[config.mk]
export PLATFORM = sky130hd
export DESIGN_NAME = jam_cost_loader
export DESIGN_NICKNAME = d
export VERILOG_FILES = /design/src/rtl/jam_cost_loader.sv
export SDC_FILE = /design/constraint.sdc
export NUM_CORES = 1
export LEC_CHECK = 0
export BUFFER_PORTS_ARGS = -buffer_cell sky130_fd_sc_hd__buf_2
export CAP_MARGIN = 20
export CELL_PAD_IN_SITES_DETAIL_PLACEMENT = 1
export CELL_PAD_IN_SITES_GLOBAL_PLACEMENT = 1
export CORE_AREA = 5 5 259 261
export DETAILED_ROUTE_END_ITERATION = 10
export DIE_AREA = 0 0 264 266
export GPL_ROUTABILITY_DRIVEN = 0
export PLACE_DENSITY_LB_ADDON = 0.1
export SYNTH_ARGS = -nofsm -noshare
export SYNTH_HDL_FRONTEND = slang
export SYNTH_SLANG_ARGS = --single-unit
[constraint.sdc]
create_clock -name CLK -period 7.3 [get_ports CLK]
set_clock_uncertainty 0.05 [all_clocks]
set_input_delay 1.825 -clock CLK [delete_from_list [all_inputs] [get_ports CLK]]
set_output_delay 1.825 -clock CLK [all_outputs]
set_load 0.02 [all_outputs]
[src/rtl/jam_cost_loader.sv]
// jam_cost_loader: streams a row-major 8x8 cost table into storage and accumulates the sum of row minima as a lower bound for JAM.
module jam_cost_loader #(
  parameter int COST_W = 7,
  parameter int LB_W = 10
) (
  input  logic              CLK,
  input  logic              RST,
  input  logic              in_valid,
  input  logic [COST_W-1:0] in_data,
  output logic              in_ready,
  input  logic              Reload,
  input  logic [2:0]        W,
  input  logic [2:0]        J,
  output logic [COST_W-1:0] Cost,
  output logic              Loaded,
  output logic [LB_W-1:0]   LowerBound
);
  localparam logic [1:0] IDLE  = 2'd0;
  localparam logic [1:0] LOAD  = 2'd1;
  localparam logic [1:0] READY = 2'd2;
  logic [1:0]        state;
  logic [5:0]        idx;
  logic [COST_W-1:0] mem [64];
  logic [COST_W-1:0] rmin;
  logic [COST_W-1:0] row_min;
  logic [LB_W-1:0]   acc;
  logic              accept;
  assign in_ready   = state != READY;
  assign accept     = in_valid & in_ready & ~Reload;
  assign row_min    = (idx[2:0] == 3'd0 || in_data < rmin) ? in_data : rmin;
  assign Loaded     = state == READY;
  assign Cost       = Loaded ? mem[{W, J}] : '0;
  assign LowerBound = Loaded ? acc : '0;
  // Load control: beat index, running row minimum and the lower-bound accumulator; Reload always wins over a beat.
  always_ff @(negedge CLK or posedge RST) begin
    if (RST) begin
      state <= IDLE;
      idx   <= '0;
      rmin  <= '0;
      acc   <= '0;
    end else if (Reload) begin
      state <= IDLE;
      idx   <= '0;
      rmin  <= '0;
      acc   <= '0;
    end else if (accept) begin
      idx   <= idx + 6'd1;
      rmin  <= row_min;
      state <= idx == 6'd63 ? READY : LOAD;
      if (idx[2:0] == 3'd7) acc <= acc + {{(LB_W-COST_W){1'b0}}, row_min};
    end
  end
  // Table storage is never cleared; stale contents are masked by Loaded.
  always_ff @(negedge CLK) begin
    if (accept) mem[idx] <= in_data;
  end
endmodule
======== After elaboration in Yosys (flattened, before gate mapping) ========
Memories as Yosys holds them, arrays and structs flattened.
Cells that the tools add are included.
storage, ports and cells
  bits in registers ....................... 25
  bits in latches ......................... 0
  memory bits (writable) .................. 448
  memory bits (read-only) ................. 0
  input port bits ......................... 17
  memories ................................ 1
cells by class
  add/sub/neg operators ................... 2
  multiply operators ...................... 0
  div/mod/pow operators ................... 0
  magnitude comparators ................... 1
  eq/ne operators ......................... 4
  shifts and indexed selects .............. 0
  muxes and demuxes ....................... 15
  bitwise operators ....................... 3
  reductions and logical operators ........ 5
memories
  memory  words  bits a word  rd ports  clocked after memory_dff  write ports  line  RTL
  mem     64     7            1         0                         1            23    logic [COST_W-1:0] mem [64];
operators by type and width
  operator                                      number
  two-way mux 10 bit                            4
  two-way mux 7 bit                             4
  two-way mux 6 bit                             2
  adder 10 x 7 -> 10 bit                        1
  < comparator 7 bit                            1
  adder 6 x 1 -> 6 bit (second input constant)  1
  == test 6 bit (second input constant)         1
  two-way mux 2 bit                             3
  nonzero test 2 bit                            2
  == test 3 bit (second input constant)         1
  zero test 3 bit                               1
  bitwise AND 1 bit                             2
  == test 2 bit (second input constant)         1
  two-way mux 1 bit                             2
  != test 2 bit (second input constant)         1
  AND reduction 2 bit                           1
  logical OR 1 bit                              1
  NOT 1 bit                                     1

======== Longest topological paths before layout ========
Gate-level depths: netlist of the first run.
  word-level depth ........................ 7
  mapped depth ............................ 17
  gate-level depth less buffers ........... 16

==> results of run 1 <==
==> worst max-delay path by stage <==
stage,from,endpoint,slack [ns]
floorplan,in_data[4],acc[6],-1.26
global placement,in_data[3],acc[6],-1.54
detailed placement,in_data[3],acc[6],-1.57
CTS,mem[36][0],Cost[0],-0.94
global route,mem[44][0],Cost[0],-0.99
finish,mem[46][0],Cost[0],-0.92
==> logic make-up (layout without fill, tap and decap cells) <==
kind of cell | after synthesis | in the layout | synth area share [%]
flops | 473 | 473 | 73.39
simple gates | 228 | 228 | 5.440
xor+xnor | 5 | 5 | 0.2283
mux | 134 | 134 | 14.34
fa+ha+maj | 17 | 17 | 1.148
compound gates | 103 | 103 | 3.614
buf+inv | 68 | 748 | 1.846
==> flip-flops by register name (all words and copies together) (netlist names) <==
register,flops
acc,10
mem,448
idx,6
state,2
rmin,7
==> layer usage <==
layer / track usage [%] / vias up / share of wire, %
met2: 26.76 / 229 / 49
met4: 7.566 / 2 / 2.3
met3: 4.682 / 93 / 3.4
li1: - / 5435 / -
met5: 0 / - / 0.022
met1: 21.16 / 6292 / 45
==> final cells by class <==
class	instances	area [um2]	share of cell area (%)
Clock buffer	59	1465	5.728
Tap cell	855	1070	4.183
Sequential cell	473	14080	55.04
Timing Repair Buffer	185	1443	5.640
Multi-Input combinational cell	487	5274	20.62
Clock inverter	492	2200	8.600
Inverter	12	47.55	0.1859
==> metrics by stage <==
step	cells	instance area, um2	utilization [%]
2_1_floorplan	1028	19280	-
3_3_place_gp	2010	21380	33.28
3_5_place_dp	2010	21380	33.28
4_1_cts	2565	25500	39.70
5_1_grt	2563	25580	39.82
6_report	2563	25580	39.82
==> cell usage in the layout (no fill, tap or decap), types with 4 or more instances in the layout <==
| master | instances |
|---|---|
| buf_2 | 21 |
| ha_4 | 10 |
| a22oi_1 | 10 |
| o21ai_2 | 6 |
| o21a_1 | 4 |
| o21ai_0 | 5 |
| a211oi_2 | 4 |
| bufinv_16 | 11 |
| inv_4 | 8 |
| and2_1 | 12 |
| mux2i_1 | 13 |
| nor3_2 | 5 |
| ha_1 | 6 |
| dfrtn_1 | 25 |
| inv_6 | 4 |
| mux2_2 | 6 |
| nand2_1 | 32 |
| a21oi_2 | 5 |
| o221ai_2 | 5 |
| edfxtp_1 | 448 |
| clkbuf_16 | 58 |
| nor2b_1 | 11 |
| nor2_2 | 5 |
| nor3_1 | 17 |
| or3_1 | 6 |
| nor2_1 | 103 |
| nand3_1 | 7 |
| buf_4 | 146 |
| a21oi_1 | 14 |
| clkinvlp_2 | 14 |
| buf_6 | 13 |
| inv_1 | 465 |
| nand2b_1 | 7 |
| buf_12 | 4 |
| o22ai_1 | 13 |
| mux2_4 | 5 |
| mux4_2 | 107 |
==> power by group through the flow <==
stage	Combinational [mW]	Clock, mW	Sequential, mW
3_3_place_gp	0.338	0.364	3.04
6_report	0.370	3.99	3.01
3_5_place_dp	0.343	0.364	3.04
4_1_cts	0.374	4.15	3.01
5_1_grt	0.400	4.49	3.00
2_1_floorplan	0.182	0.364	3.04
==> worst register-to-register path: cells and delay by family, from the launching register on <==
family | cells | cell delay (ns)
adders and majority gates | 3 | 0.76
and+or+nand+nor | 2 | 0.15
AOI/OAI and AO/OA | 9 | 1.72
muxes | 1 | 0.32
DFF | 1 | 0.44
buffers and inverters | 1 | 0.09
==> repair_timing <==
item                                    4_1_cts  5_1_grt
pin swaps                                    43       20
buffers inserted                             14        5
endpoints found under the setup margin       27       16
resized for setup                           100       21
==> reports/results.ini, run 1 <==
[cells_and_area]
num-fill-cells = 6672
n_antenna_cell = 0
syn_to_final_growth_pct = 33.33
nNetsFinal = 1697
drive_above_1_share_pct = 27.93

[yosys]
avgSynthCellArea_um2 = 18.66
synth-edff-count = 448
synth_area_um2 = 19180
ys_seq_elements = 473
yosys.area.top_type_share_pct = 70.13
synth_area_leaders = edfxtp_1 (70%), mux4_2 (12%), dfrtn_1 (3.3%), nor2_1 (2.1%), ha_1 (1.0%)
synth_seq_area_share_pct = 73.39
ys.flop_type = edfxtp_1
yosys-top-cells-count = edfxtp_1 (448), nor2_1 (108), mux4_2 (105), nand2_1 (34), dfrtn_1 (25)
yosysTopAreaCell = edfxtp_1
async_flop_share_pct = 5.285
synth_most_common_cell = edfxtp_1
synthCells = 1028
ys_types = 53
yosysWarningCount = 0
syn_nets = 1062

[power]
p_leak_nw = 10.34
p_per_area_nw_per_um2 = 288.0
peakVddDrop_mv = 0.1520
p_sw_share_pct = 27.79
p_switching_mw = 2.047
total_power_mw = 7.366
pwr-share-comb_pct = 5.0
p_int_mw = 5.319
p_seq_share_pct = 40.8
p_clk_share_pct = 54.1

[place]
io_buffers = 35
dpl_worst_slack_ns = -1.567
post-dp-hpwl_mm = 35.83

[status]
status = finished, violations left
violations = setup timing

[setup_path]
worstPathArrival_ns = 6.35
path_class = register to output port
reg2reg_depth = 16
crit_cells = 6
cp_max_fo = 1
critPathMaxStageDelay_ns = 0.52
path_delay_family = compound AO/OA/AOI/OAI gates
cp-end-kind = output port
reg2reg_slack_ns = 3.64
r2r_start = rmin[2]
critPathLaunchType = register
cpMaxStageDelayCell = mux4_2
crit_buf_inv = 1
worstPathCellList = mux4_2, and3_4, a311oi_4, o21ai_2, a211o_1, buf_6
crit_required_ns = 5.43
r2r_end = acc[6]

[global_route]
grt.overflow.total = 0
antenna_found_initial = 2
grt.total_usage_pct = 16.66
grt_pass1_vias = 14130
grt_max_degree = 67
grt_first_pass_wirelength_mm = 86.95

[die]
pin_count = 36
dieHeight_um = 266
initial_utilization_pct = 29.87
die_area_um2 = 70220
coreArea_um2 = 64230
rows = 93
fp.dieW_um = 264

[sta]
finalHoldViolations = 0
setup-violations-final = 15
maxSlewViolCount = 0
hold_slack_ns = 0.4628
tightest_slew_ns = 0.9480
rsz0062_at_grt = true
finalWorstSetupSlack_ns = -0.9227
finalSetupTns_ns = -8.896
slew-limit-headroom_pct = 36.67

[clock_network]
cts_buffers = 56
htreeDepth = 2
cts_root_buffer = clkbuf_16
ctsLongestPathBuffers = 3
path_clk_slew_ns = 0.04
clock_sinks = 473
cts_tree = built
clk-insertion-delay-late_ns = 0.59
ctsHoldBuffers = 0

[min_path]
hold_depth = 2
hold_start = rmin[4]
min_delay_worst_endpoint = rmin[4]
hold_class = register to register

[detailed_routing]
drt_first_pass_iters = 5
routed-via-count = 12050
wl_mm = 58.63
drc = 0
ant_nets = 0
wl_per_cell_um = 22.88
vias_per_cell = 4.702
first_iter_violations = 685

[job]
max_cap_viol_count = 0

(Power assumes the default switching activity.)
==> run 2, diff against run 1 <==
--- a/config.mk
+++ b/config.mk
@@ -13,6 +13,7 @@
 export DETAILED_ROUTE_END_ITERATION = 10
 export DIE_AREA = 0 0 264 266
 export GPL_ROUTABILITY_DRIVEN = 0
+export GPL_TIMING_DRIVEN = 0
 export PLACE_DENSITY_LB_ADDON = 0.1
 export SYNTH_ARGS = -nofsm -noshare
 export SYNTH_HDL_FRONTEND = slang
==> constraint.sdc (replaced) <==
create_clock -name CLK -period 8.95 [get_ports CLK]
set_clock_uncertainty 0.05 [all_clocks]
set_input_delay 2.2375 -clock CLK [delete_from_list [all_inputs] [get_ports CLK]]
set_output_delay 2.2375 -clock CLK [all_outputs]
set_load 0.02 [all_outputs]
==> run 2 against run 1 <==
  * The flow still finishes with violations (setup timing)
  * Utilization decreased by 0.21 points
  * Register-to-register slack better by 1.6 ns
  * Setup slack improved by 0.42 ns
  * Critical path type is now input pin to register
  * Largest cell class unchanged
  * Largest power group unchanged
==> reports/results.ini, run 2 (same netlist as run 1, synthesis figures left out) <==
[cells_and_area]
layout_commonest_cell = inv_1
n_antenna_cell = 0  ; unchanged
final_cell_mix = inv_1 (466), edfxtp_1 (448), mux4_2 (107), nor2_1 (80), clkbuf_16 (56)
largest_register_ffs = 448  ; unchanged
top_regs = mem (448), acc (10), rmin (7)
drive_above_1_share_pct = 25.41  ; -2.5 points
regMostFlops = mem
syn_to_final_growth_pct = 32.63
nNetsFinal = 1639  ; -3.4%

[sta]
hold_slack_ns = 0.4526  ; -0.01027 ns
rsz0062_at_grt = true
setup-violations-final = 14  ; -1
finalSetupTns_ns = -4.062  ; +4.834 ns
finalHoldViolations = 0  ; unchanged
maxSlewViolCount = 0  ; unchanged
slew-limit-headroom_pct = 14.56  ; -22 points
finalWorstSetupSlack_ns = -0.5007  ; +0.4220 ns
tightest_slew_ns = 1.277  ; +0.3289 ns

[power]
p_int_mw = 4.297  ; -19%
p_leak_nw = 10.08  ; -2.6%
pwr-share-comb_pct = 5.9  ; +0.9 points
p_switching_mw = 1.689  ; -17%
peakVddDrop_mv = 0.1265  ; -17%
p_sw_share_pct = 28.21  ; +0.42 points
p_clk_share_pct = 53.1  ; -1.0 points
p_seq_share_pct = 40.9  ; about the same
p_per_area_nw_per_um2 = 235.3  ; -18%

[clock_network]
htreeDepth = 2  ; unchanged
clock_sinks = 473  ; unchanged
ctsLongestPathBuffers = 3  ; unchanged
cts_tree = built
cts_buffers = 54  ; -3.6%
path_clk_slew_ns = 0.05  ; about the same
cts_root_buffer = clkbuf_16
clk-insertion-delay-late_ns = 0.59  ; about the same

[setup_path]
reg2reg_depth = 15  ; -1
r2r_end = acc[6]
r2r_start = rmin[5]
worstPathArrival_ns = 5.35  ; -1.00 ns
crit_required_ns = 4.85  ; -0.58 ns
cp_max_fo = 3  ; +2
crit_path_start = in_data[4]
path_class = input pin to register
critPathLaunchType = input pin
cp-end-kind = register
reg2reg_slack_ns = 5.24  ; +1.60 ns

[die]
dieHeight_um = 266  ; unchanged
coreArea_um2 = 64230  ; unchanged
initial_utilization_pct = 29.87  ; unchanged
die_area_um2 = 70220  ; unchanged
fp.dieW_um = 264  ; unchanged
pin_count = 36  ; unchanged
rows = 93  ; unchanged

[min_path]
hold_depth = 2  ; unchanged
hold_class = register to register
hold_start = rmin[4]
min_delay_worst_endpoint = rmin[4]

[global_route]
grt_max_degree = 49  ; -27%
met1_usage_pct = 24.44  ; +3.3 points
grt_busiest_layer = met2
antenna_found_initial = 4  ; +2
use_met2_pct = 29.52  ; +2.8 points
grt.total_usage_pct = 18.71  ; +2.0 points
grt_first_pass_wirelength_mm = 94.21  ; +8.3%
grt.overflow.total = 0  ; unchanged
use_met3_pct = 5.134  ; +0.45 points
grt_pass1_vias = 14080  ; -0.33%

[job]
max_cap_viol_count = 0  ; unchanged

[detailed_routing]
routed-via-count = 12230  ; +1.5%
first_iter_violations = 880  ; +28%
wl_mm = 66.73  ; +14%
vias_per_cell = 4.883  ; +3.9%
drt_first_pass_iters = 5  ; unchanged
drc = 0  ; unchanged
ant_nets = 0  ; unchanged
wl_per_cell_um = 26.65  ; +16%

[status]
violations = setup timing
status = finished, violations left

[place]
io_buffers = 32  ; -8.6%
post-dp-hpwl_mm = 39.51  ; +10%

run 2: cell count changes in the layout (fill, tap and decap cells not counted), sizes merged:
cell	change
bufbuf	+9
clkinv	+2
clkinvlp	+2
inv	-3
clkbuf	+20
buf	-89
run 2: routing by layer:
metal | routed length (um) | part of all wire, %
met5 | 0 | 0
met4 | 1717 | 2.6
met3 | 2992 | 4.5
met2 | 32330 | 48
met1 | 29680 | 44
run 2: worst max-delay path, cell delays in order:
cell	delay (ns)
buf_16	0.11
ha_4	0.23
a21o_1	0.20
a221oi_4	0.29
nor2b_1	0.08
o21a_2	0.26
mux2_4	0.32
ha_4	0.17
fa_2	0.34
a21o_1	0.18
a21oi_2	0.15
nor2b_1	0.08
o21a_1	0.21
o21a_1	0.19
a311o_1	0.31
run 2: repair_timing:
action	in CTS	in global routing
setup buffers	12	14
hold buffers	0	0
cloned	9	1
resized for setup	107	54
setup endpoints to repair	57	137
pin swaps	32	28
run 2: final cells by class:
class | instances | area, um2
Clock inverter | 493 | 2207
Sequential cell | 473 | 14080
Clock buffer | 55 | 1376
Fill cell | 6612 | 38790
Tap cell | 855 | 1070
Buffer | 53 | 297.8
Timing Repair Buffer | 76 | 1013
Inverter | 12 | 48.80
Multi-Input combinational cell | 487 | 5351
run 2: worst max path at each step:
stage               cells past startpoint  slack, ns  endpoint
floorplan                              15      -0.85    acc[6]
global placement                       17      -2.37    acc[6]
detailed placement                     17      -1.99    acc[6]
CTS                                    17      -0.54    acc[6]
global route                           15      -0.63    acc[6]
finish                                 15      -0.50    acc[6]
run 2: through the flow:
step	instance area [um2]	std cells	total power, mW	utilization, %	setup slack (ns)
floorplan	19280	1028	2.924	-	-0.8514
finish	25440	2504	5.986	39.61	-0.5007
global placement	20510	1915	3.055	31.93	-2.372
global route	25440	2504	6.380	39.61	-0.6323
detailed placement	20690	1924	3.065	32.21	-1.988
CTS	25100	2491	6.083	39.08	-0.5360
run 2: power by group through the flow:
stage	sequential [mW]	clock (mW)	combinational [mW]
CTS	2.45	3.29	0.340
finish	2.45	3.18	0.356
global route	2.45	3.56	0.376
floorplan	2.48	0.297	0.149
global placement	2.48	0.297	0.276
detailed placement	2.48	0.297	0.288
==> run 3, diff against run 2 <==
--- a/config.mk
+++ b/config.mk
@@ -15,6 +15,7 @@
 export GPL_ROUTABILITY_DRIVEN = 0
 export GPL_TIMING_DRIVEN = 0
 export PLACE_DENSITY_LB_ADDON = 0.1
+export SETUP_SLACK_MARGIN = 0.1
 export SYNTH_ARGS = -nofsm -noshare
 export SYNTH_HDL_FRONTEND = slang
 export SYNTH_SLANG_ARGS = --single-unit
==> run 3 against run 2 <==
  * Worst hold slack better by 0.0088 ns
  * Final area up 0.87%
  * Critical path depth up 1
  * The run still ends with setup timing left
  * Largest power group unchanged
  * Sequential power about the same
==> reports/results.ini, run 3 (same netlist as run 1, synthesis figures left out) <==
[status]
status = finished, violations left
violations = setup timing

[job]
max_cap_viol_count = 0  ; unchanged

[die]
pin_count = 36  ; unchanged
coreArea_um2 = 64230  ; unchanged
die_area_um2 = 70220  ; unchanged
initial_utilization_pct = 29.87  ; unchanged
dieHeight_um = 266  ; unchanged
fp.dieW_um = 264  ; unchanged
rows = 93  ; unchanged

[place]
post-dp-hpwl_mm = 39.51  ; unchanged
io_buffers = 32  ; unchanged
dpl_worst_slack_ns = -1.988  ; unchanged

[sta]
slew-limit-headroom_pct = 17.67  ; +3.1 points
finalWorstSetupSlack_ns = -0.5573  ; -0.05660 ns
finalHoldViolations = 0  ; unchanged
tightest_slew_ns = 1.230  ; -0.04648 ns
hold_slack_ns = 0.4614  ; +0.008789 ns
rsz0062_at_grt = true
maxSlewViolCount = 0  ; unchanged
setup-violations-final = 14  ; unchanged

[setup_path]
cp-end-kind = register
path_class = input pin to register
critPathLaunchType = input pin
critPathMaxStageDelay_ns = 0.34  ; about the same
worstPathCellList = buf_16, ha_4, a21o_1, a221oi_4, nor2b_1, o21a_1, clkbuf_8, mux2_4, ha_4, fa_2, a21o_1, a21oi_2, nor2b_1, o21a_1, o21a_1, a311o_1
reg2reg_depth = 16  ; +1
cpMaxStageDelayCell = fa_2
cp_max_fo = 3  ; unchanged
crit_top_cell = o21a_1
crit_required_ns = 4.86  ; about the same
worstPathArrival_ns = 5.41  ; +0.06 ns

[global_route]
grt_first_pass_wirelength_mm = 94.45  ; +0.26%
grt.overflow.total = 0  ; unchanged
antenna_found_initial = 4  ; unchanged
grt.total_usage_pct = 18.76  ; +0.052 points
grt_max_degree = 49  ; unchanged
grt_pass1_vias = 14100  ; +0.16%

[detailed_routing]
drc = 0  ; unchanged
ant_nets = 0  ; unchanged
wl_mm = 67.09  ; +0.55%
wl_per_cell_um = 26.74  ; +0.35%
first_iter_violations = 906  ; +3.0%
vias_per_cell = 4.896  ; +0.27%
drt_first_pass_iters = 5  ; unchanged
routed-via-count = 12290  ; +0.47%

[cells_and_area]
n_antenna_cell = 0  ; unchanged
largest_register_ffs = 448  ; unchanged
final_cell_mix = inv_1 (466), edfxtp_1 (448), mux4_2 (107), clkbuf_16 (57), nor2_1 (54)
syn_to_final_growth_pct = 33.78
drive_above_1_share_pct = 27.81  ; +2.4 points
layout_commonest_cell = inv_1
nNetsFinal = 1644  ; +0.31%
top_regs = mem (448), acc (10), rmin (7)
regMostFlops = mem

[power]
p_per_area_nw_per_um2 = 233.4  ; -0.82%
p_leak_nw = 10.13  ; +0.49%
peakVddDrop_mv = 0.1277  ; +0.94%
total_power_mw = 5.989  ; about the same

[clock_network]
ctsLongestPathBuffers = 3  ; unchanged
cts_buffers = 54  ; unchanged
cts_tree = built
cts_root_buffer = clkbuf_16
htreeDepth = 2  ; unchanged
path_clk_slew_ns = 0.05  ; about the same
clk-insertion-delay-late_ns = 0.59  ; about the same
clock_sinks = 473  ; unchanged

[min_path]
hold_class = register to register
hold_depth = 2  ; unchanged

## run 3: cell count changes in the layout (fill, tap and decap cells not counted), sizes merged
cell	previous run	this run
buf	96	99
clkbuf	79	81
## run 3: per-layer routing
layer | global-route usage, % | part of all wire, %
met5 | 0 | 0
met4 | 8.154 | 2.4
met3 | 5.153 | 4.4
met2 | 29.66 | 49
met1 | 24.48 | 45
## run 3: worst paths after layout
kind / slack [ns] / from / to
worst max-delay path: -0.56 / in_data[4] / acc[6]
worst min-delay path: 0.46 / rmin[4] / rmin[4]
worst max register to register: 5.18 / rmin[5] / acc[6]
worst min register to register: 0.46 / rmin[4] / rmin[4]
max in group asynchronous: 2.28 / RST / idx[4]
min in group asynchronous: 6.04 / RST / rmin[2]
## run 3: per-stage QoR
stage / setup TNS (ns) / cells / utilization [%] / instance area (um2)
after floorplan: -3.655 / 1028 / - / 19280
final: -4.533 / 2509 / 39.95 / 25660
after global placement: -211.23 / 1915 / 31.93 / 20510
after global routing: -5.909 / 2509 / 39.95 / 25660
after CTS: -4.284 / 2493 / 39.30 / 25240
after detailed placement: -207.77 / 1924 / 32.21 / 20690
## run 3: critical path, delay by kind of cell
family	cells	cell delay (ns)
buffers and inverters	2	0.25
and+or+nand+nor	2	0.16
adders and majority gates	3	0.73
muxes	1	0.31
AOI/OAI and AO/OA	8	1.72
## run 3: power breakdown
group	internal [mW]	switching, mW	total, mW
Clock	1.71	1.47	3.18
Combinational	0.146	0.212	0.358
Sequential	2.45	0.00477	2.45
## run 3: cell type report
| type | instances | area, um2 |
|---|---|---|
| Clock inverter | 493 | 2207 |
| Fill cell | 6598 | 38570 |
| Tap cell | 855 | 1070 |
| Multi-Input combinational cell | 487 | 5443 |
| Clock buffer | 55 | 1376 |
| Buffer | 55 | 336.6 |
| Inverter | 12 | 48.80 |
| Timing Repair Buffer | 79 | 1104 |
| Sequential cell | 473 | 14080 |
## run 3: what timing repair did
action	in CTS	in global routing
hold buffers	0	0
gates resized for setup	149	72
pin swaps	32	28
setup buffers	13	15
gates cloned	9	2
endpoints found under the setup margin	100	180
